## config.mk

```make
export PLATFORM = sky130hd
export DESIGN_NAME = mem_loader
export DESIGN_NICKNAME = d
export VERILOG_FILES = /design/src/rtl/mem_loader_pkg.sv /design/src/rtl/mem_loader_checksum.sv /design/src/rtl/mem_loader.sv
export SDC_FILE = /design/constraint.sdc
export NUM_CORES = 1
export LEC_CHECK = 0
export BUFFER_PORTS_ARGS = -buffer_cell sky130_fd_sc_hd__buf_2
export CAP_MARGIN = 10
export CORE_AREA = 2 2 134 136
export DETAILED_ROUTE_END_ITERATION = 16
export DIE_AREA = 0 0 136 138
export SYNTH_ARGS = -nofsm -noshare
export SYNTH_HDL_FRONTEND = slang
export SYNTH_HIERARCHICAL = 1
export SYNTH_SLANG_ARGS = --single-unit
```

## constraint.sdc

```tcl
create_clock -name clk -period 3.2 [get_ports clk]
set_clock_uncertainty 0.15 [all_clocks]
set_input_delay 0.32 -clock clk [delete_from_list [all_inputs] [get_ports clk]]
set_output_delay 0.32 -clock clk [all_outputs]
set_load 0.05 [all_outputs]
```

## src/rtl/mem_loader_pkg.sv

```systemverilog
// Shared loader definitions: state and error-code encodings,
// default data/address widths taken from the project macros.
`ifndef ADDR_WIDTH
`define ADDR_WIDTH 8
`endif
`ifndef REG_WIDTH
`define REG_WIDTH 8
`endif

package mem_loader_pkg;

   localparam int LDR_AW = `ADDR_WIDTH;
   localparam int LDR_RW = `REG_WIDTH;

   localparam logic [2:0] LDR_IDLE   = 3'd0;
   localparam logic [2:0] LDR_WRITE  = 3'd1;
   localparam logic [2:0] LDR_VERIFY = 3'd2;
   localparam logic [2:0] LDR_DONE   = 3'd3;
   localparam logic [2:0] LDR_ERROR  = 3'd4;

   localparam logic [1:0] LDR_ERR_NONE  = 2'd0;
   localparam logic [1:0] LDR_ERR_RANGE = 2'd1;
   localparam logic [1:0] LDR_ERR_CSUM  = 2'd2;

endpackage

```

## src/rtl/mem_loader_checksum.sv

```systemverilog
// Modulo-2^W running byte sum with synchronous clear and enable.
// Ports: clk, reset_n, i_clr, i_en, i_data -> o_sum.
module ldr_checksum #(
   parameter int W = 8
) (
   input  logic         clk,
   input  logic         reset_n,
   input  logic         i_clr,
   input  logic         i_en,
   input  logic [W-1:0] i_data,
   output logic [W-1:0] o_sum
);

   logic [W-1:0] r_sum;

   always_ff @(posedge clk or negedge reset_n) begin
      if (!reset_n) begin
         r_sum <= '0;
      end else if (i_clr) begin
         r_sum <= '0;
      end else if (i_en) begin
         r_sum <= r_sum + i_data;
      end
   end

   assign o_sum = r_sum;

endmodule

```

## src/rtl/mem_loader.sv

```systemverilog
// Memory image loader: streams bytes from a valid/ready source into
// mem, optionally reads the range back against a checksum, then
// releases the mem port and pulses run_pulse to start the fetcher.
// Ports: start/base_addr/length request; s_valid/s_data/s_ready
// source; mem_own/mem_we/mem_addr/mem_din/mem_dout mem port;
// busy/done/error/err_code/run_pulse status.
module mem_loader
   import mem_loader_pkg::*;
#(
   parameter int ADDR_WIDTH = LDR_AW,
   parameter int REG_WIDTH  = LDR_RW,
   parameter int DEPTH      = 32,
   parameter int VERIFY     = 1
) (
   input  logic                  clk,
   input  logic                  reset_n,
   input  logic                  start,
   input  logic [ADDR_WIDTH-1:0] base_addr,
   input  logic [ADDR_WIDTH-1:0] length,
   input  logic                  s_valid,
   input  logic [REG_WIDTH-1:0]  s_data,
   output logic                  s_ready,
   output logic                  mem_own,
   output logic                  mem_we,
   output logic [ADDR_WIDTH-1:0] mem_addr,
   output logic [REG_WIDTH-1:0]  mem_din,
   input  logic [REG_WIDTH-1:0]  mem_dout,
   output logic                  busy,
   output logic                  done,
   output logic                  error,
   output logic [1:0]            err_code,
   output logic                  run_pulse
);

   localparam logic [ADDR_WIDTH:0] L_DEPTH =
      (ADDR_WIDTH+1)'(DEPTH);
   localparam logic [ADDR_WIDTH-1:0] L_ONE =
      ADDR_WIDTH'(1);

   logic [2:0]            r_state;
   logic [ADDR_WIDTH-1:0] r_ptr;
   logic [ADDR_WIDTH-1:0] r_cnt;
   logic [ADDR_WIDTH-1:0] r_base;
   logic [ADDR_WIDTH-1:0] r_len;
   logic                  r_rd_vld;
   logic                  r_done;
   logic                  r_error;
   logic [1:0]            r_err_code;
   logic                  r_run;

   logic                  w_wr;
   logic                  w_vf;
   logic                  w_xfer;
   logic                  w_accept;
   logic                  w_range_bad;
   logic                  w_issue;
   logic [ADDR_WIDTH:0]   w_end;
   logic [REG_WIDTH-1:0]  w_wsum;
   logic [REG_WIDTH-1:0]  w_rsum;
   logic [REG_WIDTH-1:0]  w_rsum_nxt;

   assign w_wr   = (r_state == LDR_WRITE);
   assign w_vf   = (r_state == LDR_VERIFY);
   assign w_xfer = w_wr & s_valid;

   assign w_accept = start & ~(w_wr | w_vf);

   // Range sum is one bit wider so base+length cannot wrap.
   assign w_end = {1'b0, base_addr} + {1'b0, length};
   assign w_range_bad = (w_end > L_DEPTH);

   // The last verify cycle only consumes read data; no address.
   assign w_issue = w_wr | (w_vf & (r_cnt != '0));

   // Final read byte arrives in the compare cycle itself.
   assign w_rsum_nxt = w_rsum + mem_dout;

   assign s_ready   = w_wr;
   assign mem_own   = w_wr | w_vf;
   assign mem_we    = w_xfer;
   assign mem_addr  = w_issue ? r_ptr : '0;
   assign mem_din   = w_wr ? s_data : '0;
   assign busy      = w_wr | w_vf;
   assign done      = r_done;
   assign error     = r_error;
   assign err_code  = r_err_code;
   assign run_pulse = r_run;

   always_ff @(posedge clk or negedge reset_n) begin
      if (!reset_n) begin
         r_state    <= LDR_IDLE;
         r_ptr      <= '0;
         r_cnt      <= '0;
         r_base     <= '0;
         r_len      <= '0;
         r_rd_vld   <= 1'b0;
         r_done     <= 1'b0;
         r_error    <= 1'b0;
         r_err_code <= LDR_ERR_NONE;
         r_run      <= 1'b0;
      end else begin
         r_run <= 1'b0;
         if (w_accept) begin
            r_done     <= 1'b0;
            r_error    <= 1'b0;
            r_err_code <= LDR_ERR_NONE;
            if (w_range_bad) begin
               r_state    <= LDR_ERROR;
               r_error    <= 1'b1;
               r_err_code <= LDR_ERR_RANGE;
            end else if (length == '0) begin
               r_state <= LDR_DONE;
               r_done  <= 1'b1;
               r_run   <= 1'b1;
            end else begin
               r_state <= LDR_WRITE;
               r_ptr   <= base_addr;
               r_cnt   <= length;
               r_base  <= base_addr;
               r_len   <= length;
            end
         end else begin
            case (r_state)
               LDR_WRITE: begin
                  if (w_xfer) begin
                     if (r_cnt == L_ONE) begin
                        r_ptr    <= r_base;
                        r_cnt    <= r_len;
                        r_rd_vld <= 1'b0;
                        if (VERIFY != 0) begin
                           r_state <= LDR_VERIFY;
                        end else begin
                           r_state <= LDR_DONE;
                           r_done  <= 1'b1;
                           r_run   <= 1'b1;
                        end
                     end else begin
                        r_ptr <= r_ptr + L_ONE;
                        r_cnt <= r_cnt - L_ONE;
                     end
                  end
               end
               LDR_VERIFY: begin
                  r_rd_vld <= (r_cnt != '0);
                  if (r_cnt != '0) begin
                     r_ptr <= r_ptr + L_ONE;
                     r_cnt <= r_cnt - L_ONE;
                  end else if (w_rsum_nxt == w_wsum) begin
                     r_state <= LDR_DONE;
                     r_done  <= 1'b1;
                     r_run   <= 1'b1;
                  end else begin
                     r_state    <= LDR_ERROR;
                     r_error    <= 1'b1;
                     r_err_code <= LDR_ERR_CSUM;
                  end
               end
               default: begin
               end
            endcase
         end
      end
   end

   ldr_checksum #(.W(REG_WIDTH)) u_wsum (
      .clk     (clk),
      .reset_n (reset_n),
      .i_clr   (w_accept),
      .i_en    (w_xfer),
      .i_data  (s_data),
      .o_sum   (w_wsum)
   );

   ldr_checksum #(.W(REG_WIDTH)) u_rsum (
      .clk     (clk),
      .reset_n (reset_n),
      .i_clr   (w_accept),
      .i_en    (w_vf & r_rd_vld),
      .i_data  (mem_dout),
      .o_sum   (w_rsum)
   );

endmodule

```

* Word-level counts from Yosys, hierarchy flattened
Cells that the tools add are included.
** Cells by class
- Add/subtract/negate cells :: 5
- $mul :: 0
- Div/mod/pow operators :: 0
- Magnitude comparators :: 1
- Eq/ne operators :: 14
- Shift operators :: 0
- Multiplexer cells :: 51
- Bitwise logic cells :: 10
- Reduce and logical (&&, ||, !) cells :: 14
** Operator list (count)
- 2-to-1 mux 8 bit :: 18
- one-hot mux 8 bit (2 select lines) :: 2
- 2-to-1 mux 1 bit :: 18
- 2-to-1 mux 3 bit :: 6
- adder 8 bit :: 2
- 2-to-1 mux 2 bit :: 5
- nonzero test 2 bit :: 5
- adder 8 x 8 -> 9 bit :: 1
- greater-than comparator 9 x 6 -> 1 bit (second input constant) :: 1
- AND reduction 3 bit :: 3
- adder 8 x 1 -> 8 bit (second input constant) :: 1
- equality test 8 x 1 -> 1 bit (second input constant) :: 1
- equality test 8 bit :: 1
- logical NOT 8 bit :: 1
- AND reduction 4 bit :: 2
- nonzero test 8 bit :: 1
- subtractor 8 x 1 -> 8 bit (second input constant) :: 1
- inequality test 2 x 1 -> 1 bit (second input constant) :: 3
- inequality test 2 bit (second input constant) :: 3
- inequality test 3 x 1 -> 1 bit (second input constant) :: 2
- inequality test 3 x 2 -> 1 bit (second input constant) :: 2
- one-hot mux 3 bit (2 select lines) :: 1
- AND reduction 5 bit :: 1
- AND 1 bit :: 4
- 6 further kinds :: 10
** Storage, ports and cells
- Register bits :: 57
- Bits in latches :: 0
- RAM bits :: 0
- Bits in read-only memories :: 0
- Bits of input ports :: 36
- Output and inout port bits :: 25
- Word-level logic and storage cells :: 107
- Memories kept :: 0

* Depth between registers and ports, before layout
Gate-level depths: netlist (run 1).
- Word-level depth :: 6
- Depth in mapped cells :: 9
- Mapped depth without buffers :: 8

* Hierarchy
Netlist (run 1), hierarchy kept.
** Modules (own cells, without submodules)
- mem_loader :: instances 1, cells an instance 315, area an instance 2984.1 um2, seq. area each 1026.0 um2
- ldr_checksum :: instances 2, cells an instance 66, area an instance 646.9 um2, seq. area each 200.2 um2

* Worst setup path before layout (run 1)
No wires, ideal clock.
- Path type :: input-to-reg
- From :: input base_addr[0]
- To :: register r_base[0]
- Library setup time :: 0.128 ns
- Arrival :: 2.857 ns
- Data required time :: 2.922 ns
- Path slack :: 0.065 ns
- Stages on the path :: 9
- Buffers on the path :: 1
- Cells stage by stage :: ha_1 fa_1 a211oi_1 o21ai_0 a221o_1 a2111oi_4 and2_1 buf_4 mux2_1
** On the way
- Cells in the longest elaborated chain, start to end :: 4
** Ends and longest elaborated chain
- from (decl) :: line mem_loader.sv:18 : input logic [ADDR_WIDTH-1:0] base_addr,
- adder 8 x 8 -> 9 bit :: line mem_loader.sv:69 : assign w_end = {1'b0, base_addr} + {1'b0, length};
- greater-than comparator 9 x 6 -> 1 bit :: line mem_loader.sv:70 : assign w_range_bad = (w_end > L_DEPTH);
- inverter 1 bit (no source line)
- AND reduction 3 bit (no source line)
- to (signal assigned) :: line mem_loader.sv:119 : r_base <= base_addr;
- to (decl) :: line mem_loader.sv:43 : logic [ADDR_WIDTH-1:0] r_base;
Several ways; a longest one is shown, not always the timed one.
A chain may end at the register's enable or synchronous reset.

* Worst setup path after layout (run 1)
- From :: input length[0]
- To :: register r_len[4]
** On the way
- Cells in the longest elaborated chain, start to end :: 4
- Elaborated cells on any way between the ends :: 6
- Classes of those cells :: 1 x add/sub; 1 x order compare; 2 x bitwise; 2 x reduce/logical
** Ends and longest elaborated chain
- from (decl) :: line mem_loader.sv:19 : input logic [ADDR_WIDTH-1:0] length,
- adder 8 x 8 -> 9 bit :: line mem_loader.sv:69
- greater-than comparator 9 x 6 -> 1 bit :: line mem_loader.sv:70
- inverter 1 bit (no source line)
- AND reduction 3 bit (no source line) *
- to (signal assigned) :: line mem_loader.sv:120 : r_len <= length;
- to (decl) :: line mem_loader.sv:44 : logic [ADDR_WIDTH-1:0] r_len;
Every way passes the cells marked *; elsewhere a longest branch is shown, timed or not.

==> metrics.cfg, run 1 <==
[critical_path]
critPathMaxFanout=15
slowest_stage=a221o_1
rr_startpoint=u_rsum/o_sum[0]
rr_worst_depth=9
path_buf_inv=2
path_delay_family=compound AO/OA/AOI/OAI gates
crit_end=r_len[4]
path_depth=10
critPathRequiredTime_ns=3.26
crit_chain=buf_2 -> ha_1 -> fa_1 -> a211oi_1 -> o21ai_0 -> a221o_1 -> a2111oi_4 -> buf_4 -> nand2_2 -> mux2_1
crit_path_max_incr_delay_ns=0.42
cp-startpoint=length[0]
r2r_slack_ns=0.40
end_kind=register
start_kind=input port
cp.arrival_ns=3.03
r2r-end=r_state[1]
worstSetupPathType=in -> reg

[cells_and_area]
fillers=1932
syn_to_final_growth_pct=22.6
multiInputGateArea_um2=2730
nets=594
final_area_um2=5240
drive_gt1_frac=0.209
n_antenna_cell=0
regArea_um2=1430

[sta]
final_hold_viol_count=2
layout_min_cycle_time_ns=2.97
fin_hold_ws_ns=-0.00647
finalCritPeriodShare=0.929
rsz0062_at_grt=false
setup_tns_ns=0
worst_pin_slew_ns=0.775
fmax_mhz=337
slew_headroom=0.479
setup_violations=0
drv_slew=0

[yosys]
syn_nets=519
synth_warnings=6
avgSynthCellArea_um2=9.57
synth_top_area_frac=0.333
synth_edf_count=0
synth_area_leaders=dfrtp_1 33%, ha_1 9.4%, xnor2_1 5.3%
syn_area_um2=4280
yosysMostFrequentCell=dfrtp_1
yosys.area.top_type=dfrtp_1
syn_inst=447
synth-main-ff-cell=dfrtp_1
ys_async_sr_fraction=1.00
synth-seq-cells=57
synth.distinct_cells=60
synth_common_cells=57 x dfrtp_1, 49 x nor2_1, 32 x ha_1, 26 x xnor2_1
yosysSeqAreaShare=0.333

[power_and_ir_drop]
internal_power_uw=1890
clockPowerShare=0.337
combinationalPowerShare=0.265
p_seq_frac=0.398
switching_share=0.325
p_leak_uw=0.00233
peakVddDrop_uv=271
switchingPower_uw=909
powerDensity_nw_per_um2=534

[die]
start_util=0.244
die_y_um=138
fp.coreArea_um2=17500
die_width_um=136
die_area_um2=18800
placementRows=49
io_pins=61

[route]
ant_nets=0
viasPerCell=4.92
wl_per_cell_um=14.6
num_vias=3722
drt_iter0_markers=245
drtPass1Iterations=5
drc=0
wl_um=11000

[cts]
cts.sinks=57
clock_path_buffers=2
clk_latency_ns=0.33
path_clk_slew_ns=0.05
cts_made_buffers=9
cts_root_buf=clkbuf_16
cts_tree=done
h-tree-depth=3
cts-hold-fix-buffers=0

[grt]
track_usage=0.121
antenna_found_initial=0
grt_remaining_overflow=0
grt_max_degree=58
grt_pass1_wl_um=18100
grt_pass1_vias=3544

[place]
placed_cell_area_um2=4950
io_buffers=60
place.gp.congestion=0.776
hpwlAfterDp_um=8460

[hold_path]
min_path_type=in -> async

[outcome]
violations=negative hold slack
status=complete, but fails checks

[flow_run]
maxCapViolCount=0

[placed cells by master (no fill, tap or decap), types with 9 or more instances in the layout]
| cell | netlist | layout |
|---|---|---|
| a211oi_1 | 20 | 20 |
| a21oi_1 | 15 | 15 |
| a221o_1 | 15 | 15 |
| and3_1 | 13 | 13 |
| buf_2 | 9 | 60 |
| buf_4 | 2 | 20 |
| clkbuf_16 | 0 | 9 |
| dfrtp_1 | 57 | 57 |
| ha_1 | 32 | 32 |
| inv_1 | 10 | 10 |
| mux2_1 | 11 | 11 |
| mux2i_1 | 9 | 9 |
| nand2_1 | 20 | 20 |
| nand3_1 | 20 | 20 |
| nor2_1 | 49 | 49 |
| nor2b_1 | 11 | 11 |
| o21ai_0 | 15 | 15 |
| xnor2_1 | 26 | 26 |
| xor2_1 | 9 | 9 |
[per-layer routing]
layer  vias up  track usage  share of wire
met4         0       0.0247         0.0072
met5         -            0              0
met1      1792        0.167           0.48
met2        85        0.192           0.47
li1       1839            -              -
met3         6       0.0297          0.048
[registers in the layout, indices dropped and copies added, names as in the netlist]
name and flops:
r_state 3, r_len 8, r_base 8, err_code 2
u_wsum/o_sum 8, run_pulse 1, r_ptr 8, r_cnt 8
done 1, r_rd_vld 1, error 1, u_rsum/o_sum 8
[cells by family after synthesis]
logic type | after synthesis | share of synthesized area
adder cells (fa/ha/maj) | 36 | 0.112
XOR/XNOR | 35 | 0.0717
flip-flops | 57 | 0.333
buffers and inverters | 27 | 0.0281
AND/OR/NAND/NOR | 151 | 0.183
multiplexers | 25 | 0.0649
AO/OA/AOI/OAI | 116 | 0.206
[per-stage QoR]
stage / std cells / utilization / power [µW] / setup slack [ns] / hold WS, ns
6_report: 756 / 0.299 / 2800 / 0.229 / -0.00647
5_1_grt: 756 / 0.299 / 2970 / 0.00899 / 0.0621
4_1_cts: 756 / 0.299 / 2820 / 0.205 / 0.0260
3_5_place_dp: 740 / 0.282 / 1860 / -0.141 / 0.325
3_3_place_gp: 740 / 0.282 / 1850 / -0.109 / 0.323
2_1_floorplan: 447 / - / 1620 / 0.0651 / -0.126
[area by class of cell]
| class | instances | share of cell area |
|---|---|---|
| clock buffer | 11 | 0.0444 |
| inverter | 10 | 0.00716 |
| sequential | 57 | 0.272 |
| multi-input combinational | 363 | 0.521 |
| clock inverter | 5 | 0.0107 |
| timing repair buffer | 81 | 0.0897 |
| tap | 229 | 0.0547 |
[worst reg2reg max path, stage by stage, from the launching register on]
cell,delay (ns)
dfrtp_1,0.39
ha_1,0.21
fa_1,0.41
a211oi_1,0.35
nor2_1,0.11
xnor2_1,0.14
nor3_1,0.21
nand4_1,0.14
buf_4,0.19
o311ai_0,0.36
[power groups by stage]
stage / clock network [µW] / logic (µW) / registers (µW)
final: 942 / 741 / 1110
after floorplan: 0 / 558 / 1060
after global routing: 1000 / 828 / 1140
after CTS: 964 / 745 / 1110
after global placement: 0 / 731 / 1120
after detailed placement: 0 / 744 / 1110
[how the worst min path moves through the flow]
| stage | end | cells after the start | startpoint | slack, ns |
|---|---|---|---|---|
| detailed placement | r_base[1] | 1 | r_base[1] | 0.33 |
| CTS | r_base[7] | 2 | reset_n | 0.03 |
| global placement | r_base[0] | 1 | r_base[0] | 0.32 |
| finish | r_base[7] | 2 | reset_n | -0.006 |
| floorplan | done | 0 | reset_n | -0.13 |
| global route | r_base[7] | 2 | reset_n | 0.06 |
[repair_timing]
item,in CTS,in global routing
endpoints found under the setup margin,0,2
gates resized for setup,0,1
setup buffers,0,0
Note: power is estimated with default switching activity, not from simulation.
==> inputs of run 2 (changes only) <==
- CORE_AREA: 2 2 134 136 -> 2 2 96 98
- DIE_AREA: 0 0 136 138 -> 0 0 98 100
- GPL_TIMING_DRIVEN: default -> 0
- HOLD_SLACK_MARGIN: default -> 0.1
- PLACE_DENSITY: default -> 0.7
==> metrics.cfg, run 2 (same netlist as run 1, synthesis figures left out) <==
[route]
drc=0  ; unchanged
drt_iter0_markers=145  ; was 245
wl_um=10700  ; was 11000 µm
viasPerCell=5.98  ; was 4.92
drtPass1Iterations=4  ; was 5
ant_nets=0  ; unchanged
num_vias=3851  ; was 3722
wl_per_cell_um=16.6  ; was 14.6 µm

[cts]
clock_path_buffers=2  ; unchanged
cts.sinks=57  ; unchanged
clk_latency_ns=0.35  ; was 0.33 ns
h-tree-depth=3  ; unchanged
path_clk_slew_ns=0.07  ; was 0.05 ns
cts_tree=done  ; unchanged
cts_made_buffers=9  ; unchanged
cts_root_buf=clkbuf_8  ; was clkbuf_16

[die]
placementRows=35  ; was 49
start_util=0.481  ; was 0.244
die_area_um2=9800  ; was 18800 µm²
fp.coreArea_um2=8890  ; was 17500 µm²
die_width_um=98  ; was 136 µm
io_pins=61  ; unchanged
die_y_um=100  ; was 138 µm

[place]
placed_cell_area_um2=4740  ; was 4950 µm²
place.gp.congestion=0.877  ; was 0.776
hpwlAfterDp_um=8150  ; was 8460 µm
io_buffers=60  ; unchanged
dp_cells=619  ; was 740

[grt]
grt_max_degree=38  ; was 58
grt_pass1_vias=3707  ; was 3544
grt_remaining_overflow=0  ; unchanged
track_usage=0.226  ; was 0.121
grt_pass1_wl_um=17700  ; was 18100 µm
antenna_found_initial=0  ; unchanged

[cells_and_area]
fillers=794  ; was 1932
n_antenna_cell=0  ; unchanged
regArea_um2=1430  ; unchanged
multiInputGateArea_um2=2750  ; was 2730 µm²
syn_to_final_growth_pct=18.3  ; was 22.6%
final_area_um2=5060  ; was 5240 µm²
drive_gt1_frac=0.206  ; was 0.209
fin_util=0.569  ; was 0.299
nets=600  ; was 594
final_cell_count_no_fill=644  ; was 756
mostFrequentLayoutCell=buf_2  ; unchanged
final_cell_mix=68 x buf_2, 57 x dfrtp_1, 49 x nor2_1  ; was 60 x buf_2, 57 x dfrtp_1, 49 x nor2_1

[sta]
slew_headroom=0.481  ; was 0.479
final_hold_viol_count=0  ; was 2
layout_min_cycle_time_ns=3.14  ; was 2.97 ns
worst_pin_slew_ns=0.772  ; was 0.775 ns
drv_slew=0  ; unchanged
setup_violations=0  ; unchanged
finalCritPeriodShare=0.981  ; was 0.929
fmax_mhz=319  ; was 337 MHz

[hold_path]
min_path_type=in -> reg  ; was in -> async

[power_and_ir_drop]
p_leak_uw=0.00232  ; was 0.00233 µW
peakVddDrop_uv=325  ; was 271 µV
combinationalPowerShare=0.289  ; was 0.265
switchingPower_uw=889  ; was 909 µW
p_seq_frac=0.423  ; was 0.398
clockPowerShare=0.288  ; was 0.337
switching_share=0.337  ; was 0.325
powerDensity_nw_per_um2=521  ; was 534 nW/µm²
internal_power_uw=1750  ; was 1890 µW

[critical_path]
critPathMaxFanout=10  ; was 15
cp.arrival_ns=3.21  ; was 3.03 ns
critPathRequiredTime_ns=3.27  ; was 3.26 ns
worstSetupPathType=in -> reg  ; unchanged
end_kind=register  ; unchanged
r2r_slack_ns=0.30  ; was 0.40 ns
start_kind=input port  ; unchanged

[outcome]
status=completed  ; was complete, but fails checks

[flow_run]
maxCapViolCount=0  ; unchanged

## run 2: changes by cell type in the layout (fill, tap and decap cells not counted), sizes merged
cell         before  now
clkbuf           11   17
buf              81   77
dlygate4sd3       0    4
bufinv            1    2
clkinvlp          1    0
## run 2: layer usage
metal  global-route usage  wire (µm)  vias up
met3               0.0487        443       21
met5                    0          0        -
met1                0.275       4630     1880
li1                     -          -     1853
met4               0.0951        222        0
met2                0.390       5420       97
## run 2: power by group through the flow
stage / clock (µW) / sequential (µW) / combinational, µW
4_1_cts: 776 / 1100 / 747
3_5_place_dp: 0 / 1110 / 737
2_1_floorplan: 0 / 1060 / 558
3_3_place_gp: 0 / 1100 / 707
5_1_grt: 818 / 1140 / 837
6_report: 759 / 1120 / 761
## run 2: layout make-up
cell class | instances | area share
multi-input combinational | 363 | 0.544
sequential | 57 | 0.282
timing repair buffer | 71 | 0.0801
clock buffer | 11 | 0.0279
tap | 111 | 0.0274
clock inverter | 5 | 0.0156
buffer | 16 | 0.0153
inverter | 10 | 0.00742
## run 2: worst paths after layout
check,depth (start not counted),from,to
max,10,base_addr[0],r_base[4]
min,2,length[2],r_len[2]
max reg2reg,8,u_rsum/o_sum[0],r_state[1]
min reg2reg,1,r_base[1],r_base[1]
max in group asynchronous,3,reset_n,done
min in group asynchronous,2,reset_n,r_base[7]
## run 2: timing repair
action | in CTS | in global routing
hold endpoints to repair | 22 | 2
gates resized for setup | 1 | 4
hold buffers | 2 | 2
buffers inserted | 2 | 4
pin swaps | 1 | 2
setup endpoints to repair | 25 | 26
## run 2: worst max-delay path: stages
cell	delay (ns)
buf_2	0.12
ha_1	0.24
fa_1	0.45
a211oi_2	0.27
o21ai_0	0.13
a221o_2	0.46
a2111oi_4	0.46
and2_1	0.22
buf_4	0.19
mux2_1	0.34
## run 2: per-stage QoR
step / power [µW] / worst slack (ns) / hold WS (ns) / TNS [ns]
after detailed placement: 1850 / -0.506 / 0.176 / -11.62
after global routing: 2800 / -0.0348 / 0.106 / -0.157
final: 2640 / 0.0624 / 0.102 / 0
after floorplan: 1620 / 0.0651 / -0.126 / 0
after CTS: 2630 / 0.0891 / 0.101 / 0
after global placement: 1810 / -0.421 / 0.319 / -8.06
